<file path="src/rtl/uart_tx_queue_if.sv">
// rtl/uart_tx_queue_if.sv - producer and UART-side signal bundle for uart_tx_queue
//
// Purpose: groups the byte-producer handshake, the flush control, the UART
//          request/idle pair and the status outputs of uart_tx_queue.
// Signals:
//   in_byte  [7:0]  byte offered by the producer
//   in_valid        in_byte is valid this cycle
//   in_ready        queue accepts in_byte this cycle
//   flush           synchronous discard of all queued bytes
//   tx_byte  [7:0]  byte presented to the UART transmitter
//   tx_req          one-cycle transmit request to the UART
//   tx_idle         UART transmitter is idle and samples tx_req
//   level           number of bytes currently queued
//   busy            queue non-empty or a byte in flight
// Modports:
//   master  producer / UART side (drives in_*, flush, tx_idle)
//   slave   the queue itself
interface uart_tx_queue_if #(
   parameter int DEPTH = 16
) ();
   logic [7:0]             in_byte;
   logic                   in_valid;
   logic                   in_ready;
   logic                   flush;
   logic [7:0]             tx_byte;
   logic                   tx_req;
   logic                   tx_idle;
   logic [$clog2(DEPTH):0] level;
   logic                   busy;

   modport master (
      output in_byte, in_valid, flush, tx_idle,
      input  in_ready, tx_byte, tx_req, level, busy
   );

   modport slave (
      input  in_byte, in_valid, flush, tx_idle,
      output in_ready, tx_byte, tx_req, level, busy
   );
endinterface

</file>
<file path="src/rtl/uart_tx_queue.sv">
// rtl/uart_tx_queue.sv - byte FIFO draining into a UART transmitter, one request per frame
//
// Purpose: buffers up to DEPTH bytes from a producer and hands them to a UART
//          transmitter in FIFO order, issuing a single-cycle tx_req only when
//          the transmitter is idle and then waiting for the whole frame
//          (tx_idle low, then high again) before the next byte is offered.
// Parameters:
//   DEPTH  FIFO capacity in bytes, power of two, >= 2
// Ports:
//   clk   rising-edge clock for all state
//   rst   asynchronous, active-high reset
//   port  uart_tx_queue_if.slave bundle (in_byte/in_valid/in_ready, flush,
//         tx_byte/tx_req/tx_idle, level, busy)
module uart_tx_queue #(
   parameter int DEPTH = 16
) (
   input logic            clk,
   input logic            rst,
   uart_tx_queue_if.slave port
);

   localparam int AW = $clog2(DEPTH);

   typedef enum logic [1:0] {
      S_IDLE,
      S_REQ,
      S_WAIT_BUSY,
      S_WAIT_DONE
   } state_t;

   state_t      state;
   state_t      state_next;

   logic [7:0]  mem [DEPTH];
   logic [AW:0] wr_ptr;
   logic [AW:0] rd_ptr;
   logic [AW:0] level_q;
   logic [7:0]  tx_byte_q;
   logic        tx_req_q;
   logic        head_ok;

   logic        empty;
   logic        full;
   logic        in_ready;
   logic        push;
   logic        pop;

   // Extra pointer MSB distinguishes full from empty when the index bits match.
   assign empty    = (wr_ptr == rd_ptr);
   assign full     = (wr_ptr[AW] != rd_ptr[AW]) &&
                     (wr_ptr[AW-1:0] == rd_ptr[AW-1:0]);

   assign in_ready = !full && !port.flush;
   assign push     = port.in_valid && in_ready;

   // Drain FSM: next state and pop decision.
   always_comb begin
      state_next = state;
      pop        = 1'b0;
      case (state)
         S_IDLE: begin
            // head_ok delays the first look at a newly written byte by one
            // cycle; flush takes priority and keeps the FSM here.
            if (head_ok && !empty && port.tx_idle && !port.flush) begin
               pop        = 1'b1;
               state_next = S_REQ;
            end
         end
         S_REQ: begin
            state_next = S_WAIT_BUSY;
         end
         S_WAIT_BUSY: begin
            if (!port.tx_idle) begin
               state_next = S_WAIT_DONE;
            end
         end
         S_WAIT_DONE: begin
            if (port.tx_idle) begin
               state_next = S_IDLE;
            end
         end
         default: begin
            state_next = S_IDLE;
         end
      endcase
   end

   // FSM state register plus registered request/byte outputs.
   always_ff @(posedge clk or posedge rst) begin
      if (rst) begin
         state     <= S_IDLE;
         tx_req_q  <= 1'b0;
         tx_byte_q <= 8'h00;
      end else begin
         state    <= state_next;
         // High exactly while the FSM sits in S_REQ.
         tx_req_q <= pop;
         if (pop) begin
            tx_byte_q <= mem[rd_ptr[AW-1:0]];
         end
      end
   end

   // Pointers and occupancy; flush overrides any same-edge push or pop.
   always_ff @(posedge clk or posedge rst) begin
      if (rst) begin
         wr_ptr  <= '0;
         rd_ptr  <= '0;
         level_q <= '0;
         head_ok <= 1'b0;
      end else if (port.flush) begin
         wr_ptr  <= '0;
         rd_ptr  <= '0;
         level_q <= '0;
         head_ok <= 1'b0;
      end else begin
         if (push) begin
            wr_ptr <= wr_ptr + 1'b1;
         end
         if (pop) begin
            rd_ptr <= rd_ptr + 1'b1;
         end
         case ({push, pop})
            2'b10:   level_q <= level_q + 1'b1;
            2'b01:   level_q <= level_q - 1'b1;
            default: level_q <= level_q;
         endcase
         head_ok <= !empty;
      end
   end

   // Byte storage carries no reset; only the pointers define its contents.
   always_ff @(posedge clk) begin
      if (push) begin
         mem[wr_ptr[AW-1:0]] <= port.in_byte;
      end
   end

   assign port.in_ready = in_ready;
   assign port.tx_req   = tx_req_q;
   assign port.tx_byte  = tx_byte_q;
   assign port.level    = level_q;
   assign port.busy     = (level_q != '0) || (state != S_IDLE);

endmodule

</file>
<file path="src/flat_wrapper.sv">
// flat-port wrapper written by rule: the top's interface ports become plain ports
module uart_tx_queue_flat 
#(
   parameter int DEPTH = 16
)
  (clk, rst, port_in_byte, port_in_valid, port_flush, port_tx_idle, port_in_ready, port_tx_byte, port_tx_req, port_level, port_busy);
  uart_tx_queue_if #(.DEPTH(DEPTH)) port_i ();
  input logic clk;
  input logic rst;
  input wire logic [$bits(port_i.in_byte)-1:0] port_in_byte;
  input wire logic [$bits(port_i.in_valid)-1:0] port_in_valid;
  input wire logic [$bits(port_i.flush)-1:0] port_flush;
  input wire logic [$bits(port_i.tx_idle)-1:0] port_tx_idle;
  output wire logic [$bits(port_i.in_ready)-1:0] port_in_ready;
  output wire logic [$bits(port_i.tx_byte)-1:0] port_tx_byte;
  output wire logic [$bits(port_i.tx_req)-1:0] port_tx_req;
  output wire logic [$bits(port_i.level)-1:0] port_level;
  output wire logic [$bits(port_i.busy)-1:0] port_busy;
  assign port_i.in_byte = port_in_byte;
  assign port_i.in_valid = port_in_valid;
  assign port_i.flush = port_flush;
  assign port_i.tx_idle = port_tx_idle;
  assign port_in_ready = port_i.in_ready;
  assign port_tx_byte = port_i.tx_byte;
  assign port_tx_req = port_i.tx_req;
  assign port_level = port_i.level;
  assign port_busy = port_i.busy;
  uart_tx_queue #(.DEPTH(DEPTH)) u_core (.clk(clk), .rst(rst), .port(port_i));
endmodule
</file>
<file path="config.mk">
export PLATFORM = sky130hd
export DESIGN_NAME = uart_tx_queue_flat
export DESIGN_NICKNAME = d
export VERILOG_FILES = /design/src/rtl/uart_tx_queue_if.sv /design/src/rtl/uart_tx_queue.sv /design/src/flat_wrapper.sv
export SDC_FILE = /design/constraint.sdc
export NUM_CORES = 1
export LEC_CHECK = 0
export BUFFER_PORTS_ARGS = -buffer_cell sky130_fd_sc_hd__buf_2
export CAP_MARGIN = 20
export CORE_MARGIN = 5
export CORE_UTILIZATION = 51
export CTS_CLUSTER_DIAMETER = 100
export DETAILED_ROUTE_END_ITERATION = 8
export PLACE_DENSITY = 0.82
export SLEW_MARGIN = 25
export SYNTH_ARGS = -nofsm -noshare
export SYNTH_HDL_FRONTEND = slang
export SYNTH_SLANG_ARGS = --single-unit
</file>
<file path="constraint.sdc">
create_clock -name clk -period 3.3 [get_ports clk]
set_clock_uncertainty 0.2 [all_clocks]
set_input_delay 0.66 -clock clk [delete_from_list [all_inputs] [get_ports clk]]
set_output_delay 0.66 -clock clk [all_outputs]
set_load 0.01 [all_outputs]
</file>
Word level (Yosys, flattened, before mapping)
Memories as Yosys holds them, arrays and structs flattened. A register that Yosys moved wholly into a read port is not among the register bits.
Index checks and enable logic that the tools add are counted.
{"block": "classes", "n_reduce_logical": 17, "addsub": 4, "n_eq_ne": 11, "mux": 15}
{"cell": "$mux 5", "n": 5}
{"cell": "$add 5x1->5 const B", "n": 3}
{"cell": "$pmux 5 s2", "n": 1}
{"cell": "$pmux 2 s4", "n": 1}
{"cell": "$eq 2x2->1 const B", "n": 3}
{"cell": "$logic_and 1x1->1", "n": 6}
{"cell": "$mux 2", "n": 3}
{"cell": "$reduce_bool 2->1", "n": 3}
{"cell": "$eq 5x5->1", "n": 1}
{"cell": "$mux 1", "n": 5}
{"cell": "$reduce_bool 5->1", "n": 1}
{"cell": "$sub 5x1->5 const B", "n": 1}
{"cell": "$eq 2x1->1 const B", "n": 2}
{"cell": "$eq 4x4->1", "n": 1}
{"cell": "$ne 2x2->1 const B", "n": 2}
{"cell": "$logic_not 1->1", "n": 3}
{"cell": "$reduce_and 3->1", "n": 1}
{"cell": "$reduce_bool 3->1", "n": 1}
{"cell": "$logic_not 2->1", "n": 1}
{"cell": "$ne 2x1->1 const B", "n": 1}
{"cell": "$logic_or 1x1->1", "n": 1}
{"cell": "$ne 1x1->1", "n": 1}
{"block": "word_totals", "mem_count": 1, "ramBits": 128, "input_bits": 13, "word_cells": 54, "ff_bits": 19}
{"memory": "u_core.mem", "depth": 16, "word_bits": 8, "rd": 1, "rd_ports_with_merged_regs": 1, "write_ports": 1, "line": "uart_tx_queue.sv:34", "source": "logic [7:0] mem [DEPTH];"}

Longest topological paths before layout
Gate-level depths: netlist of the first run.
{"block": "depth", "depth_word": 10, "mapped_depth": 14, "depth_no_buf": 13}

Least setup slack after synthesis of the first run
OpenSTA, ideal clock, no wires.
{"block": "synth_timing", "path_kind": "flip-flop to flip-flop", "startpoint": "register u_core.rd_ptr[0]", "endpoint": "register u_core.level_q[4] (netlist: u_core.port.level[4])", "setup_slack_ns": 0.035, "synth_period_minus_slack_ns": 3.265, "path_stages_with_launch": 14, "t_arrival_ns": 2.935, "required_time_ns": 2.969, "path_buffers": 2, "path_cell_list": "dfrtp_1 -> buf_6 -> xor2_1 -> nor4_4 -> mux2_2 -> buf_6 -> xor2_1 -> ha_1 -> nor2_1 -> nor3_1 -> mux2_2 -> o221a_2 -> o21ai_0 -> a22oi_1"}
{"block": "synth_via", "elab_chain_len": 10, "word_cells_on_any_way": 17}
{"item": "from (decl)", "line": "uart_tx_queue.sv:36", "source": "logic [AW:0] rd_ptr;"}
{"item": "from (signal assigned)", "line": "uart_tx_queue.sv:121", "source": "rd_ptr <= rd_ptr + 1'b1;"}
{"item": "$eq 5x5->1", "line": "uart_tx_queue.sv:49", "source": "assign empty = (wr_ptr == rd_ptr);"}
{"item": "$logic_not 1->1", "line": "uart_tx_queue.sv:64", "source": "if (head_ok && !empty && port.tx_idle && !port.flush) begin"}
{"item": "$logic_and 1x1->1 (3 in a row)", "line": "uart_tx_queue.sv:64"}
{"item": "$mux 1", "line": "uart_tx_queue.sv:64"}
{"item": "$mux 1", "line": "uart_tx_queue.sv:60", "source": "case (state)"}
{"item": "$eq 2x1->1 / $eq 2x2->1 (equally long branches)", "line": "uart_tx_queue.sv:123", "source": "case ({push, pop})"}
{"item": "$pmux 5 s2", "line": "uart_tx_queue.sv:123"}
{"item": "$mux 5", "line": "uart_tx_queue.sv:111", "source": "end else if (port.flush) begin"}
{"item": "to (signal assigned)", "line": "uart_tx_queue.sv:124", "source": "2'b10: level_q <= level_q + 1'b1;"}
{"item": "to (signal assigned)", "line": "uart_tx_queue.sv:125", "source": "2'b01: level_q <= level_q - 1'b1;"}
{"item": "to (signal assigned)", "line": "uart_tx_queue.sv:126", "source": "default: level_q <= level_q;"}
{"item": "to (decl)", "line": "uart_tx_queue.sv:37", "source": "logic [AW:0] level_q;"}
Several ways; a longest one is shown, not always the timed one.
A chain may end at the register's enable or synchronous reset.

Worst setup path in the final report of the first run
{"block": "layout_timing", "startpoint": "register u_core.wr_ptr[1]", "endpoint": "register u_core.level_q[4] (netlist: u_core.port.level[4])"}
{"block": "layout_via", "elab_chain_len": 10, "word_cells_on_any_way": 17}
{"item": "from (decl)", "line": "uart_tx_queue.sv:35", "source": "logic [AW:0] wr_ptr;"}
{"item": "from (signal assigned)", "line": "uart_tx_queue.sv:118", "source": "wr_ptr <= wr_ptr + 1'b1;"}
{"item": "$eq 5x5->1", "line": "uart_tx_queue.sv:49"}
{"item": "$logic_not 1->1", "line": "uart_tx_queue.sv:64"}
{"item": "$logic_and 1x1->1 (3 in a row)", "line": "uart_tx_queue.sv:64"}
{"item": "$mux 1", "line": "uart_tx_queue.sv:64"}
{"item": "$mux 1", "line": "uart_tx_queue.sv:60"}
{"item": "$eq 2x1->1 / $eq 2x2->1 (equally long branches)", "line": "uart_tx_queue.sv:123"}
{"item": "$pmux 5 s2", "line": "uart_tx_queue.sv:123"}
{"item": "$mux 5", "line": "uart_tx_queue.sv:111"}
Several ways; a longest one is shown, not always the timed one.

==> results.json, run 1 <==
{
  "grt_pass1_wl_um": 20690,
  "power.static_leakage_nw": 2.735,
  "placed_area_um2": 6992,
  "ys_types": 43,
  "design_area_um2": 7602,
  "synth_top_area_share_pct": 58.84,
  "period_share_pct": 93.26,
  "synth_area_leaders": "edfxtp_1 59%, dfrtp_1 10%, mux4_2 10%",
  "grt_antenna_before_repair": 0,
  "post_cts_resized": 0,
  "numPortBuffers": 28,
  "synth_nets": 399,
  "htreeDepth": 4,
  "dp_cells": 582,
  "status": "completed",
  "slew_headroom_pct": 51.68,
  "syn_inst": 375,
  "hold_ws_ns": 0.1604,
  "start_util_pct": 51.98,
  "pwr-share-comb_pct": 8.1,
  "cts_made_buffers": 17,
  "routed_via_density": 5.751,
  "path_class": "register to register",
  "critPathRequiredTime_ns": 3.39,
  "cts.sinks": 155,
  "critPathMaxFanout": 5,
  "post-place-ws_ns": 0.2066,
  "fin_setup_tns_ns": 0,
  "synth_seq_cells": 155,
  "asyncSetResetFlopFracSynth_pct": 17.42,
  "drive_above_1_share_pct": 28.96,
  "cts_hold_buf": 0,
  "die_w_um": 123.2,
  "synth_ff_type": "edfxtp_1",
  "power_frac_clock_pct": 43.4,
  "seqPwrFrac_pct": 48.5,
  "fmax_ghz": 0.3249,
  "grt_use_total_pct": 18.55,
  "fp.dieH_um": 123.2,
  "synth_top_area_cell": "edfxtp_1",
  "wirelength_um": 12910,
  "drt_iter0_drc": 346,
  "drv_slew": 0,
  "num_vias": 3531,
  "cts-root-buf": "clkbuf_16",
  "rows": 41,
  "start_kind": "register",
  "worst_slack_ns": 0.2223,
  "period_minus_slack_ns": 3.078,
  "dr.pass1.iters": 4,
  "synth_compound_area_share_pct": 3.984,
  "ys_seq_area_share_pct": 69.18,
  "cts_buffer_depth": 2,
  "grt_pass1_vias": 3727,
  "io_pins": 29,
  "ant_nets": 0,
  "synth_xor_area_share_pct": 1.877,
  "rsz0062_at_grt": "no",
  "grt_max_degree": 36,
  "drc_errors": 0,
  "die-area_um2": 15170,
  "ys_warn_count": 0,
  "nNetsFinal": 453,
  "antenna_cells_inserted": 0,
  "area_delta_synth_final_pct": 16.38,
  "p_int_mw": 3.633,
  "clock_latency_ns": 0.41,
  "gp_congestion": 0.8339,
  "dp_hpwl_um": 7712,
  "core_um2": 12570,
  "stdcell_count": 614,
  "wl_per_cell_um": 21.03,
  "power_density_nw_per_um2": 608.0,
  "clkSlewWorstSetupHoldPaths_ns": 0.06,
  "p_sw_mw": 0.9892,
  "synth_edf_count": 128,
  "switching_share_pct": 21.40,
  "tightest_slew_ns": 0.7240,
  "synth_top_family_by_area": "multiplexers",
  "grt.overflow.total": 0,
  "num-fill-cells": 873,
  "post_cts_buffers": 0,
  "final_hold_viol_count": 0,
  "postSynthAreaPerCell_um2": 17.42,
  "netlist_area_um2": 6533,
  "end_kind": "register",
  "vdd_drop_max_mv": 0.4525,
  "cts_tree": "done",
  "setup_viol": 0,
  "cp.arrival_ns": 3.17,
  "yosys.area_share.adder_pct": 2.107,
  "holdCritPathClass": "input port to async pin",
  "post_synth_mux_area_share_pct": 14.96,
  "cap_viol_max_count": 0,
  "synth-simple-area-share_pct": 6.014
}
==> sequential cells by signal (all words and copies together), names as in the netlist <==
signal               cells
u_core.port.tx_req       1
u_core.rd_ptr            5
u_core.wr_ptr            5
u_core.state             2
u_core.port.level        5
u_core.mem             128
u_core.head_ok           1
u_core.port.tx_byte      8
==> logic make-up (layout without fill, tap and decap cells) <==
family | count (synthesis) | count (layout)
AOI/OAI and AO/OA | 39 | 39
xor gates and xnor gates | 14 | 14
adders and majority gates | 11 | 11
DFF | 155 | 155
and+or+nand+nor | 75 | 75
muxes | 55 | 55
buffers and inverters | 26 | 93
==> critical path, stage by stage, from the launching register on <==
cell and delay (ns):
dfrtp_1 0.43, xor2_1 0.21, nor4_4 0.29, mux2_2 0.38, xor2_1 0.15, ha_1 0.24
nor2_1 0.20, nor3_1 0.07, mux2_2 0.28, o221a_2 0.25, o21ai_0 0.16, a22oi_1 0.10
==> cell usage after synthesis (5+ instances only) <==
library cell    n
edfxtp_1      128
mux4_2         29
nor2_1         28
dfrtp_1        27
a21oi_1        13
mux2_2         12
ha_1           11
mux2i_1        11
nand2_1        11
clkbuf_1       10
a211oi_1        9
xor2_1          9
buf_2           8
nor2b_1         8
nor3_1          7
inv_1           6
nand2b_1        6
o21ai_0         5
xnor2_1         5
==> cells in the final DEF (no fill, tap or decap), types with 6 or more instances in the layout <==
cell | netlist | final
buf_2 | 8 | 28
nand2_1 | 11 | 11
nor2_1 | 28 | 28
mux4_2 | 29 | 29
a21oi_1 | 13 | 13
clkbuf_1 | 10 | 6
nor2b_1 | 8 | 8
nand2b_1 | 6 | 6
inv_1 | 6 | 6
clkbuf_16 | 0 | 17
edfxtp_1 | 128 | 128
mux2i_1 | 11 | 11
dfrtp_1 | 27 | 26
nor3_1 | 7 | 7
mux2_2 | 12 | 12
xor2_1 | 9 | 9
buf_4 | 0 | 27
a211oi_1 | 9 | 9
ha_1 | 11 | 11
==> worst paths after layout <==
check	start	end	slack (ns)	depth (start not counted)
worst max-delay path	u_core.wr_ptr[1]	u_core.port.level[4]	0.22	11
worst min register to register	u_core.port.level[4]	u_core.port.level[4]	0.30	1
worst min-delay path	rst	u_core.state[0]	0.16	2
min in group clk	u_core.port.level[4]	u_core.port.level[4]	0.30	1
worst max register to register	u_core.wr_ptr[1]	u_core.port.level[4]	0.22	11
max in group asynchronous	rst	u_core.port.tx_byte[1]	2.12	3
==> layer usage <==
| layer | vias up | global-route usage (%) | share of wire [%] |
|---|---|---|---|
| li1 | 1577 | - | - |
| met1 | 1799 | 24.15 | 41 |
| met2 | 131 | 29.94 | 51 |
| met3 | 24 | 5.810 | 6.4 |
| met4 | 0 | 6.090 | 2.2 |
| met5 | - | 0 | 0 |
==> through the flow <==
stage | total power [mW] | util [%]
finish | 4.622 | 60.49
global route | 4.803 | 60.49
CTS | 4.650 | 60.49
detailed placement | 2.656 | 55.63
global placement | 2.634 | 55.63
floorplan | 2.510 | -
==> cell type report <==
type	instances	area [µm²]	area share [%]
clock buffers	23	447.9	5.892
clock inverters	9	162.7	2.140
inverters	6	22.52	0.2962
multi-input cells	194	1891	24.87
flip-flops and latches	155	4521	59.46
well taps	172	215.2	2.831
repair buffers	55	342.8	4.510
==> power groups by stage <==
stage	Combinational, mW	Clock (mW)	Sequential, mW
finish	0.373	2.01	2.24
global route	0.418	2.13	2.25
CTS	0.378	2.03	2.24
detailed placement	0.374	0	2.28
global placement	0.358	0	2.28
floorplan	0.217	0	2.29
Power figures use the tool's default switching activity.
==> run 2: changes to the inputs <==
ABC_AREA = 1   (was default)
==> results.json, run 2 <==
{
  "synth_common_cells": "128 x edfxtp_1, 87 x nor2_1, 72 x o21ai_0",
  "num_vias": 4630,
  "ys_seq_area_share_pct": 69.18,
  "fin_setup_tns_ns": 0,
  "cts-root-buf": "clkbuf_16",
  "post_cts_resized": 0,
  "synth_top_area_share_pct": 58.84,
  "layout_common_cells": "128 x edfxtp_1, 87 x nor2_1, 72 x o21ai_0, 54 x nand2_1, 28 x buf_2",
  "postSynthAreaPerCell_um2": 12.01,
  "setup_viol": 0,
  "ys_types": 33,
  "period_share_pct": 78.77,
  "num-fill-cells": 931,
  "synth_edf_count": 128,
  "vdd_drop_max_mv": 0.6268,
  "grt_max_degree": 67,
  "post_cts_buffers": 0,
  "drc_errors": 0,
  "rsz0062_at_grt": "no",
  "core_um2": 12570,
  "cts_hold_buf": 0,
  "power_density_nw_per_um2": 614.3,
  "grt_antenna_before_repair": 0,
  "end_kind": "primary output",
  "status": "completed",
  "grt_pass1_wl_um": 24090,
  "nNetsFinal": 613,
  "slew_headroom_pct": 45.05,
  "clock_latency_ns": 0.42,
  "yosysMostFrequentCell": "edfxtp_1",
  "antenna_cells_inserted": 0,
  "synth_area_leaders": "edfxtp_1 59%, dfrtp_1 10%, o21ai_0 5.5%",
  "stdcell_count": 774,
  "routed_via_density": 5.982,
  "cp.arrival_ns": 1.74,
  "cts_buffer_depth": 2,
  "die-area_um2": 15170,
  "dp_cells": 742,
  "die_w_um": 123.2,
  "area_delta_synth_final_pct": 15.92,
  "netlist_area_um2": 6533,
  "placed_area_um2": 6962,
  "start_kind": "register",
  "synth_seq_cells": 155,
  "critPathRequiredTime_ns": 2.44,
  "wl_per_cell_um": 19.59,
  "cts_made_buffers": 17,
  "final_hold_viol_count": 0,
  "wirelength_um": 15160,
  "grt_pass1_vias": 4597,
  "grt.overflow.total": 0,
  "dr.pass1.iters": 7,
  "path_class": "register to primary output",
  "critPathMaxFanout": 7,
  "fp.dieH_um": 123.2,
  "grt_use_total_pct": 21.19,
  "synth_ff_type": "edfxtp_1",
  "cap_viol_max_count": 0,
  "layout_commonest_cell": "edfxtp_1",
  "syn_inst": 544,
  "rows": 41,
  "asyncSetResetFlopFracSynth_pct": 17.42,
  "start_util_pct": 51.98,
  "drive_above_1_share_pct": 18.27,
  "gp_congestion": 0.8788,
  "dp_hpwl_um": 9242,
  "synth_nets": 568,
  "fmax_ghz": 0.3847,
  "io_pins": 29,
  "tightest_slew_ns": 0.8233,
  "drv_slew": 0,
  "design_area_um2": 7572,
  "ys_warn_count": 0,
  "htreeDepth": 4,
  "period_minus_slack_ns": 2.599,
  "drt_iter0_drc": 705,
  "holdCritPathClass": "input port to async pin",
  "largest_register_ff_count": 128,
  "synth_top_area_cell": "edfxtp_1",
  "cts.sinks": 155,
  "clkSlewWorstSetupHoldPaths_ns": 0.06,
  "numPortBuffers": 28,
  "ant_nets": 0,
  "power.static_leakage_nw": 2.837,
  "cts_tree": "done"
}
run 2: changes by cell type after synthesis, sizes merged, moves of 12 or more:
cell / before / now
mux2: 12 / 0
o21ai: 5 / 74
mux4: 32 / 0
o221ai: 0 / 14
o22ai: 0 / 20
nand3: 1 / 19
inv: 6 / 34
nor2: 28 / 92
nand2: 11 / 61
run 2: metrics by stage:
stage	hold slack, ns	utilization [%]	worst slack, ns	total power [mW]
floorplan	0.2598	-	1.080	2.521
CTS	0.2024	60.25	0.6915	4.675
global placement	0.2708	55.39	0.6449	2.655
detailed placement	0.2752	55.39	0.5586	2.682
finish	0.1895	60.25	0.7007	4.652
global route	0.2412	60.25	0.5473	4.809
run 2: final timing paths:
check | from | endpoint | slack [ns] | depth (start not counted)
max in group asynchronous | rst | u_core.port.level[0] | 2.06 | 3
worst min-delay path | rst | u_core.port.tx_byte[3] | 0.19 | 2
worst max-delay path | u_core.wr_ptr[0] | port_in_ready | 0.70 | 8
min in group clk | port_flush | u_core.rd_ptr[2] | 0.24 | 2
worst min register to register | u_core.port.tx_byte[4] | u_core.port.tx_byte[4] | 0.29 | 1
worst max register to register | u_core.wr_ptr[0] | u_core.port.level[4] | 0.79 | 17
run 2: cells by family after synthesis:
| group | count (synthesis) | synth area share [%] |
|---|---|---|
| compound gates | 128 | 11.59 |
| xor+xnor | 4 | 0.5364 |
| fa+ha+maj | 11 | 2.107 |
| buf+inv | 60 | 3.716 |
| flops | 155 | 69.18 |
| simple gates | 186 | 12.87 |
run 2: area by class of cell:
type	count	area, µm²	share of cell area (%)
timing repair buffer	52	320.3	4.230
sequential	155	4521	59.70
multi-input combinational	329	1770	23.38
clock inverter	15	185.2	2.445
inverter	34	135.1	1.785
tap	172	215.2	2.842
clock buffer	17	425.4	5.618
run 2: power by group:
part,total [mW],internal (mW),switching [mW]
registers,2.25,2.20,0.0579
clock network,2.01,1.20,0.807
logic,0.385,0.147,0.238
run 2: critical path, cell delays in order (launching register included):
cell and delay [ns]:
dfrtp_1 0.48, inv_1 0.12, nand2_1 0.08, nand2_1 0.06, nor2_2 0.16, nand3_1 0.10, nand2_1 0.08, inv_2 0.08
buf_2 0.15
run 2: routing by layer:
layer | vias up | part of all wire, % | track usage, %
li1 | 2039 | - | -
met1 | 2268 | 39 | 27.78
met2 | 287 | 49 | 34.32
met3 | 36 | 9.0 | 5.535
met4 | 0 | 2.4 | 7.682
met5 | - | 0 | 0
